### src/rtl/midi_tx.sv
// rtl/midi_tx.sv - MIDI serial transmitter with running-status compression
module midi_tx #(
    parameter int CLKFREQ = 24576000,
    parameter int SPEED   = 31250
) (
    input  logic       clk,
    input  logic       rst,
    input  logic       msg_valid,
    output logic       msg_ready,
    input  logic [7:0] status,
    input  logic [6:0] data1,
    input  logic [6:0] data2,
    input  logic       running_status_en,
    output logic       midi_out,
    output logic       busy
);
    localparam int DIV = CLKFREQ / SPEED;
    localparam int CW  = (DIV > 1) ? $clog2(DIV) : 1;
    localparam logic [CW-1:0] CNT_MAX = CW'(DIV - 1);

    typedef enum logic [1:0] {
        S_IDLE,
        S_START,
        S_DATA,
        S_STOP
    } state_t;

    state_t        state_q, state_d;
    logic [CW-1:0] cnt_q, cnt_d;
    logic [2:0]    bit_q, bit_d;
    // Bytes still to send, byte 0 in the low bits; shifted one bit per data bit
    // so that after a full byte the next byte lands in the low bits.
    logic [23:0]   msg_q, msg_d;
    logic [1:0]    left_q, left_d;
    logic          out_q, out_d;
    logic [7:0]    rs_q, rs_d;
    logic          rs_ok_q, rs_ok_d;

    logic       accept;
    logic       is_chan;
    logic       is_rt;
    logic       omit;
    logic       bit_end;
    logic [1:0] len;

    assign accept  = msg_valid && (state_q == S_IDLE);
    assign is_chan = status[7] && (status[7:4] != 4'hF);
    assign is_rt   = (status[7:3] == 5'b11111);
    assign omit    = running_status_en && is_chan && rs_ok_q && (rs_q == status);
    assign bit_end = (cnt_q == CNT_MAX);

    // Message length from the status byte; zero means "not a status, drop it".
    always_comb begin
        len = 2'd0;
        if (status[7]) begin
            case (status[7:4])
                4'h8, 4'h9, 4'hA, 4'hB, 4'hE: len = 2'd3;
                4'hC, 4'hD:                   len = 2'd2;
                default: begin
                    case (status[3:0])
                        4'h1, 4'h3: len = 2'd2;
                        4'h2:       len = 2'd3;
                        default:    len = 2'd1;
                    endcase
                end
            endcase
        end
    end

    // Frame sequencing, running-status tracking and next line level.
    always_comb begin
        state_d = state_q;
        cnt_d   = cnt_q;
        bit_d   = bit_q;
        msg_d   = msg_q;
        left_d  = left_q;
        out_d   = out_q;
        rs_d    = rs_q;
        rs_ok_d = rs_ok_q;
        case (state_q)
            S_IDLE: begin
                out_d = 1'b1;
                cnt_d = '0;
                bit_d = 3'd0;
                if (accept && status[7]) begin
                    if (is_chan) begin
                        rs_d    = status;
                        rs_ok_d = 1'b1;
                    end else if (!is_rt) begin
                        rs_ok_d = 1'b0;
                    end
                    if (omit) begin
                        msg_d  = {8'h00, 1'b0, data2, 1'b0, data1};
                        left_d = len - 2'd1;
                    end else begin
                        msg_d  = {1'b0, data2, 1'b0, data1, status};
                        left_d = len;
                    end
                    state_d = S_START;
                    out_d   = 1'b0;
                end
            end
            S_START: begin
                if (bit_end) begin
                    cnt_d   = '0;
                    bit_d   = 3'd0;
                    out_d   = msg_q[0];
                    state_d = S_DATA;
                end else begin
                    cnt_d = cnt_q + CW'(1);
                end
            end
            S_DATA: begin
                if (bit_end) begin
                    cnt_d = '0;
                    msg_d = {1'b0, msg_q[23:1]};
                    if (bit_q == 3'd7) begin
                        out_d   = 1'b1;
                        state_d = S_STOP;
                    end else begin
                        bit_d = bit_q + 3'd1;
                        out_d = msg_q[1];
                    end
                end else begin
                    cnt_d = cnt_q + CW'(1);
                end
            end
            S_STOP: begin
                if (bit_end) begin
                    cnt_d = '0;
                    if (left_q > 2'd1) begin
                        left_d  = left_q - 2'd1;
                        out_d   = 1'b0;
                        state_d = S_START;
                    end else begin
                        left_d  = 2'd0;
                        out_d   = 1'b1;
                        state_d = S_IDLE;
                    end
                end else begin
                    cnt_d = cnt_q + CW'(1);
                end
            end
            default: state_d = S_IDLE;
        endcase
    end

    // State register; reset aborts any frame and forgets running status.
    always_ff @(posedge clk or posedge rst) begin
        if (rst) begin
            state_q <= S_IDLE;
            cnt_q   <= '0;
            bit_q   <= 3'd0;
            msg_q   <= 24'h0;
            left_q  <= 2'd0;
            out_q   <= 1'b1;
            rs_q    <= 8'h00;
            rs_ok_q <= 1'b0;
        end else begin
            state_q <= state_d;
            cnt_q   <= cnt_d;
            bit_q   <= bit_d;
            msg_q   <= msg_d;
            left_q  <= left_d;
            out_q   <= out_d;
            rs_q    <= rs_d;
            rs_ok_q <= rs_ok_d;
        end
    end

    assign midi_out  = out_q;
    assign msg_ready = (state_q == S_IDLE);
    assign busy      = !msg_ready;

endmodule

### config.mk
export PLATFORM = sky130hd
export DESIGN_NAME = midi_tx
export DESIGN_NICKNAME = d
export VERILOG_FILES = /design/src/rtl/midi_tx.sv
export SDC_FILE = /design/constraint.sdc
export NUM_CORES = 1
export LEC_CHECK = 0
export CAP_MARGIN = 10
export CORE_MARGIN = 1.5
export CORE_UTILIZATION = 55
export DETAILED_ROUTE_END_ITERATION = 16
export GPL_TIMING_DRIVEN = 1
export PLACE_DENSITY_LB_ADDON = 0.3
export SYNTH_ARGS = -nofsm -noshare
export SYNTH_HDL_FRONTEND = slang
export SYNTH_SLANG_ARGS = --single-unit
### constraint.sdc
create_clock -name clk -period 2.3 [get_ports clk]
set_input_delay 0.345 -clock clk [delete_from_list [all_inputs] [get_ports clk]]
set_output_delay 0.345 -clock clk [all_outputs]
set_load 0.05 [all_outputs]
# Yosys cells after proc, flatten, opt, wreduce, memory -nomap -nowiden
# Cells that the tools add are included.
# Widths: inputs -> output; s select.
# totals
regBits,51
inputBits,26
# op_classes
n_reduce_logical,22
muxes,34
addsub,4
order_cmp,1
eq_ne,25
# op_table
op,count
$mux 24,2
$pmux 24 s2,1
$eq 4x4->1 const B,7
$mux 23,1
$mux 2,10
$pmux 10 s2,1
$reduce_and 3->1,5
$ne 2x2->1 const B,6
$pmux 2 s2,3
$add 10x1->10 const B,1
$eq 10x10->1 const B,1
$mux 10,1
$mux 1,9
$mux 3,3
$pmux 3 s3,1
$eq 4x2->1 const B,2
$eq 8x8->1,1
$pmux 2 s4,1
$logic_and 1x1->1,6
$eq 5x5->1 const B,1
$reduce_and 5->1,1
$reduce_or 5->1,1
$eq 2x2->1 const B,2
$eq 4x1->1 const B,1
15 further kinds,18

# Depth between registers and ports, before layout
# Gate-level depths: netlist (run 1).
# logic_depth
depth_word,9
mapped_depth,9

# Worst setup path before layout (run 1)
# OpenSTA, ideal clock, no wires.
# synth_path
path_type,register to register
startpoint,register state_q[0]
endpoint,register msg_q[10]
stages_incl_launch_ff,10
setup_slack_ns,-0.304
setup_time_ns,0.094
t_required_ns,2.206
arrival_ns,2.510
path_cell_list,dfrtp_1 inv_1 ha_1 inv_1 a21oi_1 or3b_1 clkbuf_1 buf_6 o22ai_1 a211oi_1
# synth_between
elab_chain_cells,5
# synth_lines
item,line_no,text
start: declaration,28,"state_t state_q, state_d;"
start signal: assignment,160,state_q <= state_d;
$logic_not 2->1 *,-,
net msg_ready,9,"output logic msg_ready,"
$logic_and 1x1->1,46,assign accept = msg_valid && (state_q == S_IDLE);
$logic_and 1x1->1,85,if (accept && status[7]) begin
$ne 2x1->1 (no line),-,
$reduce_and 3->1 (no line),-,
end signal: assignment,163,msg_q <= msg_d;
end: declaration,33,"logic [23:0] msg_q, msg_d;"
# Mark *: on every way through the listed nets, which the timed path passes. The rest lies on a longest branch.
# A chain may end at the register's enable or synchronous reset.

# Worst setup path after layout (run 1)
# layout_path
startpoint,register state_q[0]
endpoint,register state_q[0]
# layout_between
elab_chain_cells,5
# layout_lines
item,line_no
$logic_not 2->1,"46, 80"
$logic_and 1x1->1,46
$logic_and 1x1->1,85
$ne 2x1->1 (no line),-
$reduce_and 5->1 (no line),-
# Parallel ways exist; a longest one is shown, timed or not.

==> flow_summary.ini, run 1 <==
[timing]
post-route-min-period_ns = 2.03
drv_slew = 0
fmax_mhz = 492
final.setup.tns_ns = 0
worst_pin_slew_ns = 0.499
grt_setup_unrepaired = no
post-route-period-util = 0.884
setup_viol = 0
skew_ns = 0.00386
final_hold_viol_count = 0
max_slew_margin = 0.667

[global_route]
first_global_vias = 2037
gr-total-overflow = 0
grt_first_pass_wirelength_um = 9470
grt_max_degree = 51
grt_usage = 0.229
grt_antenna_before_repair = 0

[clocking]
cts_made_buffers = 5
cts_resized = 0
cts_root_buf = clkbuf_8
clkLatencyLatePin_ns = 0.30
cts_tree = built
cts_hold_buf = 0
clk_path_buf_depth = 2
clock-sinks = 50
cts_max_level = 2
clk_pin_slew_worst_paths_ns = 0.09
cts_setup_buffers = 0

[synth]
syn_avg_cell_area_um2 = 9.79
synth_edf_count = 0
synth_top_family_by_area = simple AND/OR/NAND/NOR gates
ys_ff_latch = 50
synth-xor-area-share = 0.0490
syn_nets = 309
synth.area.mux_share = 0.0266
synth_cells = 274
synth_compound_area_frac = 0.179
synth-main-ff-cell = dfrtp_1
synth_cell_type_count = 47
async_flop_share = 1.00
yosys_warnings = 0
synth_area_mm2 = 0.00268
yosys.area_share.simple = 0.186
synthAdderAreaFrac = 0.0420
seq_area_frac_synth = 0.467

[floorplanning]
die_x_um = 72.8
io_pins = 29
num_rows = 25
core_area_mm2 = 0.00472
start_util = 0.568
die_h_um = 72.8
die_area_mm2 = 0.00530

[placement]
port_buffers = 28
place.gp.congestion = 0.807
placed_area_mm2 = 0.00310
place.detailed.hpwl_um = 3990

[final_layout]
fin_util = 0.676
n_fill_cell = 383
area_growth_pct = 19.1
layout-drive-gt1-share = 0.113
n_antenna_cell = 0
stdcell_area_mm2 = 0.00319
nNetsFinal = 343

[setup_path]
r2r_cells = 6
timing.rr.start = state_q[0]$_DFFE_PP0P_
reg2reg_to = state_q[0]$_DFFE_PP0P_
start_kind = flip-flop
r2r_setup_slack_ns = 0.27
arrival_ns = 2.22
worstSetupPathType = reg2reg
end_kind = flip-flop
crit_required_ns = 2.49
worstPathMaxFanout = 7

[drt]
route.detailed.drc = 0
firstDrtPassIters = 4
drt_wl_total_um = 5430
vias_per_cell = 5.61
final_antenna_net_count = 0
wl_per_cell_um = 14.5
drt_iter0_drc = 110
dr_total_vias = 2110

[pwr]
leakage_uw = 0.00133
power_density_mw_per_mm2 = 1080
ir_drop_mv = 0.546

[min_path]
min_path_type = in2async

[flow_run]
drv_cap = 0

[run_status]
status = finished clean
-- layout by cell type (no fill, tap or decap), types with 7 or more instances in the layout --
| cell | Yosys | routed |
|---|---|---|
| a211oi_1 | 14 | 14 |
| a21oi_1 | 11 | 11 |
| a22oi_1 | 7 | 7 |
| buf_4 | 2 | 14 |
| clkdlybuf4s50_1 | 0 | 26 |
| dfrtp_1 | 49 | 49 |
| ha_1 | 9 | 8 |
| inv_1 | 11 | 9 |
| nand2_1 | 13 | 13 |
| nand3_1 | 9 | 9 |
| nor2_1 | 33 | 33 |
| nor2b_1 | 7 | 7 |
| nor3_1 | 15 | 15 |
| o21ai_0 | 7 | 7 |
| o22ai_1 | 15 | 15 |
| xor2_1 | 11 | 11 |
-- worst max-delay path by stage --
stage,slack (ns),cells past startpoint,from,endpoint
floorplan,0.04,9,state_q[0]$_DFFE_PP0P_,msg_q[10]$_DFFE_PP0P_
global placement,0.04,6,status[4],msg_q[1]$_DFFE_PP0P_
detailed placement,0.01,6,status[7],msg_q[10]$_DFFE_PP0P_
CTS,0.02,3,state_q[0]$_DFFE_PP0P_,msg_ready
global route,0.08,6,state_q[0]$_DFFE_PP0P_,state_q[0]$_DFFE_PP0P_
finish,0.27,6,state_q[0]$_DFFE_PP0P_,state_q[0]$_DFFE_PP0P_
-- Yosys cell counts, types with 3 or more instances --
| library cell | count | area, µm² |
|---|---|---|
| dfrtp_1 | 49 | 1230 |
| nor2_1 | 33 | 124 |
| nor3_1 | 15 | 75.1 |
| o22ai_1 | 15 | 93.8 |
| a211oi_1 | 14 | 105 |
| nand2_1 | 13 | 48.8 |
| a21oi_1 | 11 | 55.1 |
| inv_1 | 11 | 41.3 |
| xor2_1 | 11 | 96.3 |
| ha_1 | 9 | 113 |
| nand3_1 | 9 | 45.0 |
| clkbuf_1 | 8 | 30.0 |
| a22oi_1 | 7 | 52.6 |
| nor2b_1 | 7 | 43.8 |
| o21ai_0 | 7 | 35.0 |
| mux2_1 | 5 | 56.3 |
| xnor2_1 | 4 | 35.0 |
| a22o_1 | 3 | 26.3 |
| buf_2 | 3 | 15.0 |
| buf_6 | 3 | 33.8 |
-- where the power goes --
| part | switching (µW) | leakage (µW) | total, µW | internal, µW |
|---|---|---|---|---|
| logic | 814 | 0.000702 | 1500 | 683 |
| registers | 237 | 0.000581 | 1470 | 1230 |
| clock network | 286 | 0.0000452 | 501 | 215 |
| total | 1340 | 0.00133 | 3460 | 2130 |
-- critical path, cell delays in order (launching register included) --
cell	delay, ns
dfrtp_1	0.46
inv_1	0.13
ha_1	0.26
or3_1	0.42
a221oi_2	0.34
a31oi_1	0.13
o22a_1	0.19
-- per-stage QoR --
stage	hold slack (ns)	total power, µW	setup slack (ns)	std cells
after floorplan	0.454	2560	0.0439	274
after global placement	0.472	2930	0.0408	368
after CTS	0.394	3490	0.0201	376
after global routing	0.418	3750	0.0751	376
after detailed placement	0.472	2990	0.00993	368
final	0.391	3460	0.267	376
-- layout make-up --
cell class	count	area [µm²]	share of cell area
clock buffer	6	72.6	0.0227
clock inverter	2	13.8	0.00431
inverter	11	45.0	0.0141
multi-input combinational	197	1310	0.410
sequential	50	1250	0.392
tap	67	83.8	0.0262
timing repair buffer	43	418	0.131
-- cell families (layout without fill, tap and decap cells) --
kind of cell	count (synthesis)	after routing
simple gates	98	98
compound gates	69	69
flops	50	50
buf+inv	27	62
xor+xnor	15	15
fa+ha+maj	9	9
mux	6	6
-- per-layer routing --
layer,track usage,vias up,part of all wire
met3,0.0470,8,0.047
met4,0.0692,0,0.012
met2,0.358,49,0.47
met5,0,-,0
li1,-,1051,-
met1,0.321,1002,0.47
-- registers in the layout, summed over array words and instances, names as in the netlist --
| name | count |
|---|---|
| rs_q | 8 |
| msg_q | 23 |
| bit_q | 3 |
| cnt_q | 10 |
| left_q | 2 |
| state_q | 2 |
| midi_out | 1 |
| rs_ok_q | 1 |
No activity file was read; power rests on OpenSTA's default activity.
==> inputs of run 2 (changes only) <==
SETUP_SLACK_MARGIN = 0.1   (was default)
SKIP_LAST_GASP = 1   (was default)
==> run 2 against run 1 <==
Count of clock-buffer cells in the layout unchanged. First-iteration DRC count up 8.2%. Core utilization up 0.37 points. Worst setup slack about the same. Via count down 1.8%. Sequential power about the same. Worst hold slack worse by 0.069 ns. Critical path type unchanged.
==> flow_summary.ini, run 2 (synthesis results as in run 1) <==
[drt]
vias_per_cell = 5.50
route.detailed.drc = 0
wl_met3_um = 196
dr_total_vias = 2072
drt_iter0_drc = 119
final_antenna_net_count = 0
wl_per_cell_um = 14.1
met2_length_um = 2410
wl_met1_um = 2630
firstDrtPassIters = 4
drt_wl_total_um = 5330
routed.top_layer = met4

[clocking]
cts_max_level = 2
cts_tree = built
clock-sinks = 50
cts_root_buf = clkbuf_8
clkLatencyLatePin_ns = 0.31
cts_hold_buf = 0
clk_path_buf_depth = 2
clk_pin_slew_worst_paths_ns = 0.09
cts_made_buffers = 5
cts_setup_buffers = 0

[final_layout]
layout-drive-gt1-share = 0.126
largest_register = msg_q
final_cell_mix = dfrtp_1, nor2_1, clkdlybuf4s50_1
fin_util = 0.680
final_common_cell = dfrtp_1
largest_register_ffs = 23
top_regs = msg_q x23, cnt_q x10, rs_q x8
area_growth_pct = 19.8
nNetsFinal = 344
n_antenna_cell = 0
n_fill_cell = 375

[timing]
grt_setup_unrepaired = yes
fmax_mhz = 492
post-route-period-util = 0.884
final_hold_viol_count = 0
post-route-min-period_ns = 2.03
drv_slew = 0
holdWs_ns = 0.321
final.setup.tns_ns = 0
skew_ns = 0.0145
setup_viol = 0
max_slew_margin = 0.674
worst_pin_slew_ns = 0.487

[floorplanning]
num_rows = 25
die_h_um = 72.8
io_pins = 29
core_area_mm2 = 0.00472
die_area_mm2 = 0.00530
die_x_um = 72.8
start_util = 0.568

[setup_path]
end_kind = flip-flop
max_stage_delay_ns = 0.43
worstSetupPathType = reg2reg
reg2reg_to = state_q[0]$_DFFE_PP0P_
worstPathMaxFanout = 8
crit_required_ns = 2.50
r2r_setup_slack_ns = 0.27
cp_top_family = compound AO/OA/AOI/OAI gates
r2r_cells = 6
start_kind = flip-flop
cp_slowest_cell = dfrtp_2
arrival_ns = 2.23
worst-path-buf-inv = 1
timing.rr.start = state_q[0]$_DFFE_PP0P_
path_cells = inv_1, ha_1, or3_1, a221oi_2, a31oi_1, o22a_1

[global_route]
grt_usage = 0.226
grt_max_degree = 35
grt_first_pass_wirelength_um = 9230
grt_antenna_before_repair = 0
gr-total-overflow = 0
first_global_vias = 1978

[flow_run]
drv_cap = 0

[placement]
port_buffers = 28
place.detailed.hpwl_um = 3860
place.gp.congestion = 0.834

[pwr]
leakage_uw = 0.00133
power_density_mw_per_mm2 = 1090
ir_drop_mv = 0.661

[run_status]
status = finished clean

[min_path]
min_path_type = in2async
[run 2: report_power, final]
part	leakage (µW)	switching, µW	total [µW]	internal, µW
sequential	0.000580	239	1470	1230
clock	0.0000472	298	540	242
combinational	0.000698	806	1480	671
total	0.00133	1340	3490	2140
[run 2: metrics by stage]
stage | area, µm² | worst slack, ns | cells | total power [µW]
after global placement | 3110 | 0.111 | 369 | 2930
final | 3210 | 0.267 | 377 | 3490
after global routing | 3210 | 0.0959 | 377 | 3780
after detailed placement | 3110 | 0.0527 | 369 | 2970
after floorplan | 2700 | 0.105 | 274 | 2570
after CTS | 3210 | 0.194 | 377 | 3510
[run 2: timing repair]
item	CTS	global route
pin swaps	0	0
gates cloned	0	0
endpoints found under the hold margin	0	0
resized for setup	1	3
setup endpoints to repair	1	13
[run 2: worst register-to-register path, stage by stage (launching register included)]
cell,delay (ns)
dfrtp_2,0.43
inv_1,0.10
ha_1,0.30
or3_1,0.43
a221oi_2,0.34
a31oi_1,0.13
o22a_1,0.19
[run 2: layout make-up]
type | count | area (µm²) | area share
clock buffer | 6 | 82.6 | 0.0257
clock inverter | 2 | 12.5 | 0.00390
inverter | 11 | 45.0 | 0.0140
multi-input combinational | 197 | 1310 | 0.409
sequential | 50 | 1250 | 0.390
tap | 67 | 83.8 | 0.0261
timing repair buffer | 44 | 422 | 0.131
[run 2: metal layers]
metal / up-vias / track usage
li1: 1050 / -
met1: 977 / 0.328
met2: 37 / 0.332
met3: 8 / 0.0539
met4: 0 / 0.0776
met5: - / 0
[run 2: how the worst max path moves through the flow]
stage / cells past startpoint / start / end / slack [ns]
global route: 6 / state_q[0]$_DFFE_PP0P_ / state_q[0]$_DFFE_PP0P_ / 0.1
finish: 6 / state_q[0]$_DFFE_PP0P_ / state_q[0]$_DFFE_PP0P_ / 0.27
global placement: 7 / status[7] / msg_q[4]$_DFFE_PP0P_ / 0.11
floorplan: 9 / state_q[0]$_DFFE_PP0P_ / msg_q[10]$_DFFE_PP0P_ / 0.10
CTS: 6 / state_q[0]$_DFFE_PP0P_ / state_q[0]$_DFFE_PP0P_ / 0.19
detailed placement: 7 / status[7] / msg_q[2]$_DFFE_PP0P_ / 0.05
==> inputs of run 3 (changes only) <==
PLACE_DENSITY_LB_ADDON = 0.08   (was 0.3)
==> run 3 against run 2 <==
Non-clock buffer count fell by 2. Largest power group unchanged. Highest routed layer unchanged. Global-route usage rose by 0.33 points. Total power rose by 1.9%. Sequential share of layout area barely moved. Combinational power barely moved.
==> flow_summary.ini, run 3 (synthesis results as in run 1) <==
[run_status]
status = finished clean

[final_layout]
final_common_cell = dfrtp_1
layout-drive-gt1-share = 0.110
n_antenna_cell = 0
largest_register_ffs = 23
final_cell_mix = dfrtp_1, nor2_1, clkdlybuf4s50_1
top_regs = msg_q x23, cnt_q x10, rs_q x8
largest_register = msg_q
nNetsFinal = 342
area_growth_pct = 19.6
layout.cells.non_filler = 375

[global_route]
grt_first_pass_wirelength_um = 9410
grt_usage = 0.229
grt_max_degree = 33
gr-total-overflow = 0
first_global_vias = 2022
grt_antenna_before_repair = 0

[timing]
worst_pin_slew_ns = 0.489
final_hold_viol_count = 0
grt_setup_unrepaired = no
max_slew_margin = 0.673
setup_viol = 0
fmax_mhz = 494
post-route-min-period_ns = 2.02
skew_ns = 0.0104
drv_slew = 0
final.setup.tns_ns = 0
post-route-period-util = 0.880

[setup_path]
end_kind = flip-flop
r2r_setup_slack_ns = 0.28
start_kind = flip-flop
reg2reg_to = state_q[0]$_DFFE_PP0P_
worstSetupPathType = reg2reg
timing.rr.start = state_q[0]$_DFFE_PP0P_
worstPathMaxFanout = 7
r2r_cells = 6
arrival_ns = 2.23
crit_required_ns = 2.50

[drt]
final_antenna_net_count = 0
wl_per_cell_um = 14.5
firstDrtPassIters = 4
vias_per_cell = 5.52
drt_wl_total_um = 5420
dr_total_vias = 2070
route.detailed.drc = 0
drt_iter0_drc = 75

[pwr]
power_density_mw_per_mm2 = 1110
pwr-share-clk = 0.172
p_sw_uw = 1330
intPower_uw = 2220
leakage_uw = 0.00132
ir_drop_mv = 0.530
sw_frac_of_total = 0.374
pwr-share-comb = 0.416
seqPwrFrac = 0.412

[floorplanning]
die_area_mm2 = 0.00530
io_pins = 29
die_h_um = 72.8
die_x_um = 72.8
num_rows = 25
core_area_mm2 = 0.00472
start_util = 0.568

[clocking]
cts_setup_buffers = 0
clock-sinks = 50
clk_path_buf_depth = 2
cts_root_buf = clkbuf_8
clk_pin_slew_worst_paths_ns = 0.09
cts_hold_buf = 0
cts_tree = built
clkLatencyLatePin_ns = 0.30
cts_made_buffers = 5
cts_max_level = 2

[placement]
place.detailed.hpwl_um = 3970
port_buffers = 28
place.gp.congestion = 0.783
dp.cells = 367

[min_path]
min_path_type = in2async

[flow_run]
drv_cap = 0
[run 3: cell count changes in the layout (fill, tap and decap cells not counted), sizes merged]
cell	previous run	this run
buf	17	15
bufinv	0	1
clkbuf	6	7
clkinv	1	0
clkinvlp	2	1
[run 3: timing repair]
action,CTS,global route
gates resized for setup,1,2
cloned,0,0
endpoints found under the setup margin,1,14
[run 3: power by group through the flow]
stage / Combinational, µW / Clock [µW] / Sequential, µW
global placement: 1470 / 0 / 1470
finish: 1480 / 609 / 1460
global route: 1680 / 655 / 1510
detailed placement: 1490 / 0 / 1480
floorplan: 1120 / 0 / 1450
CTS: 1490 / 627 / 1470
[run 3: how the worst max path moves through the flow]
stage,startpoint,cells after the start,slack [ns],endpoint
6_report,state_q[0]$_DFFE_PP0P_,6,0.28,state_q[0]$_DFFE_PP0P_
5_1_grt,state_q[0]$_DFFE_PP0P_,6,0.12,state_q[0]$_DFFE_PP0P_
2_1_floorplan,state_q[0]$_DFFE_PP0P_,9,0.10,msg_q[10]$_DFFE_PP0P_
3_3_place_gp,status[7],6,0.07,msg_q[1]$_DFFE_PP0P_
4_1_cts,state_q[0]$_DFFE_PP0P_,6,0.15,msg_q[4]$_DFFE_PP0P_
3_5_place_dp,status[7],6,0.008,msg_q[4]$_DFFE_PP0P_
[run 3: worst max-delay path, cell delays in order (launching register included)]
cell and delay, ns:
dfrtp_1 0.47, inv_1 0.12, ha_1 0.24, or3_1 0.42, a221oi_2 0.36, a31oi_1 0.14
o22a_1 0.18
[run 3: per-layer routing]
metal / vias to the layer above / share of wire / global-route usage
li1: 1050 / - / -
met1: 983 / 0.49 / 0.317
met2: 30 / 0.47 / 0.370
met3: 7 / 0.032 / 0.0483
met4: 0 / 0.011 / 0.0566
met5: - / 0 / 0
[run 3: through the flow]
| stage | power, µW | utilization | setup WS (ns) | area (µm²) | hold WS (ns) |
|---|---|---|---|---|---|
| final | 3550 | 0.679 | 0.276 | 3210 | 0.373 |
| after global routing | 3840 | 0.679 | 0.115 | 3210 | 0.411 |
| after CTS | 3580 | 0.678 | 0.146 | 3200 | 0.383 |
| after detailed placement | 2980 | 0.656 | 0.00756 | 3100 | 0.483 |
| after global placement | 2930 | 0.656 | 0.0729 | 3100 | 0.473 |
| after floorplan | 2570 | - | 0.105 | 2700 | 0.454 |
[run 3: final cells by class]
class,instances,area [µm²]
Timing Repair Buffer,42,407
Inverter,11,45.0
Clock buffer,7,76.3
Tap cell,67,83.8
Multi-Input combinational cell,197,1310
Fill cell,372,1520
Sequential cell,50,1250
Clock inverter,1,30.0
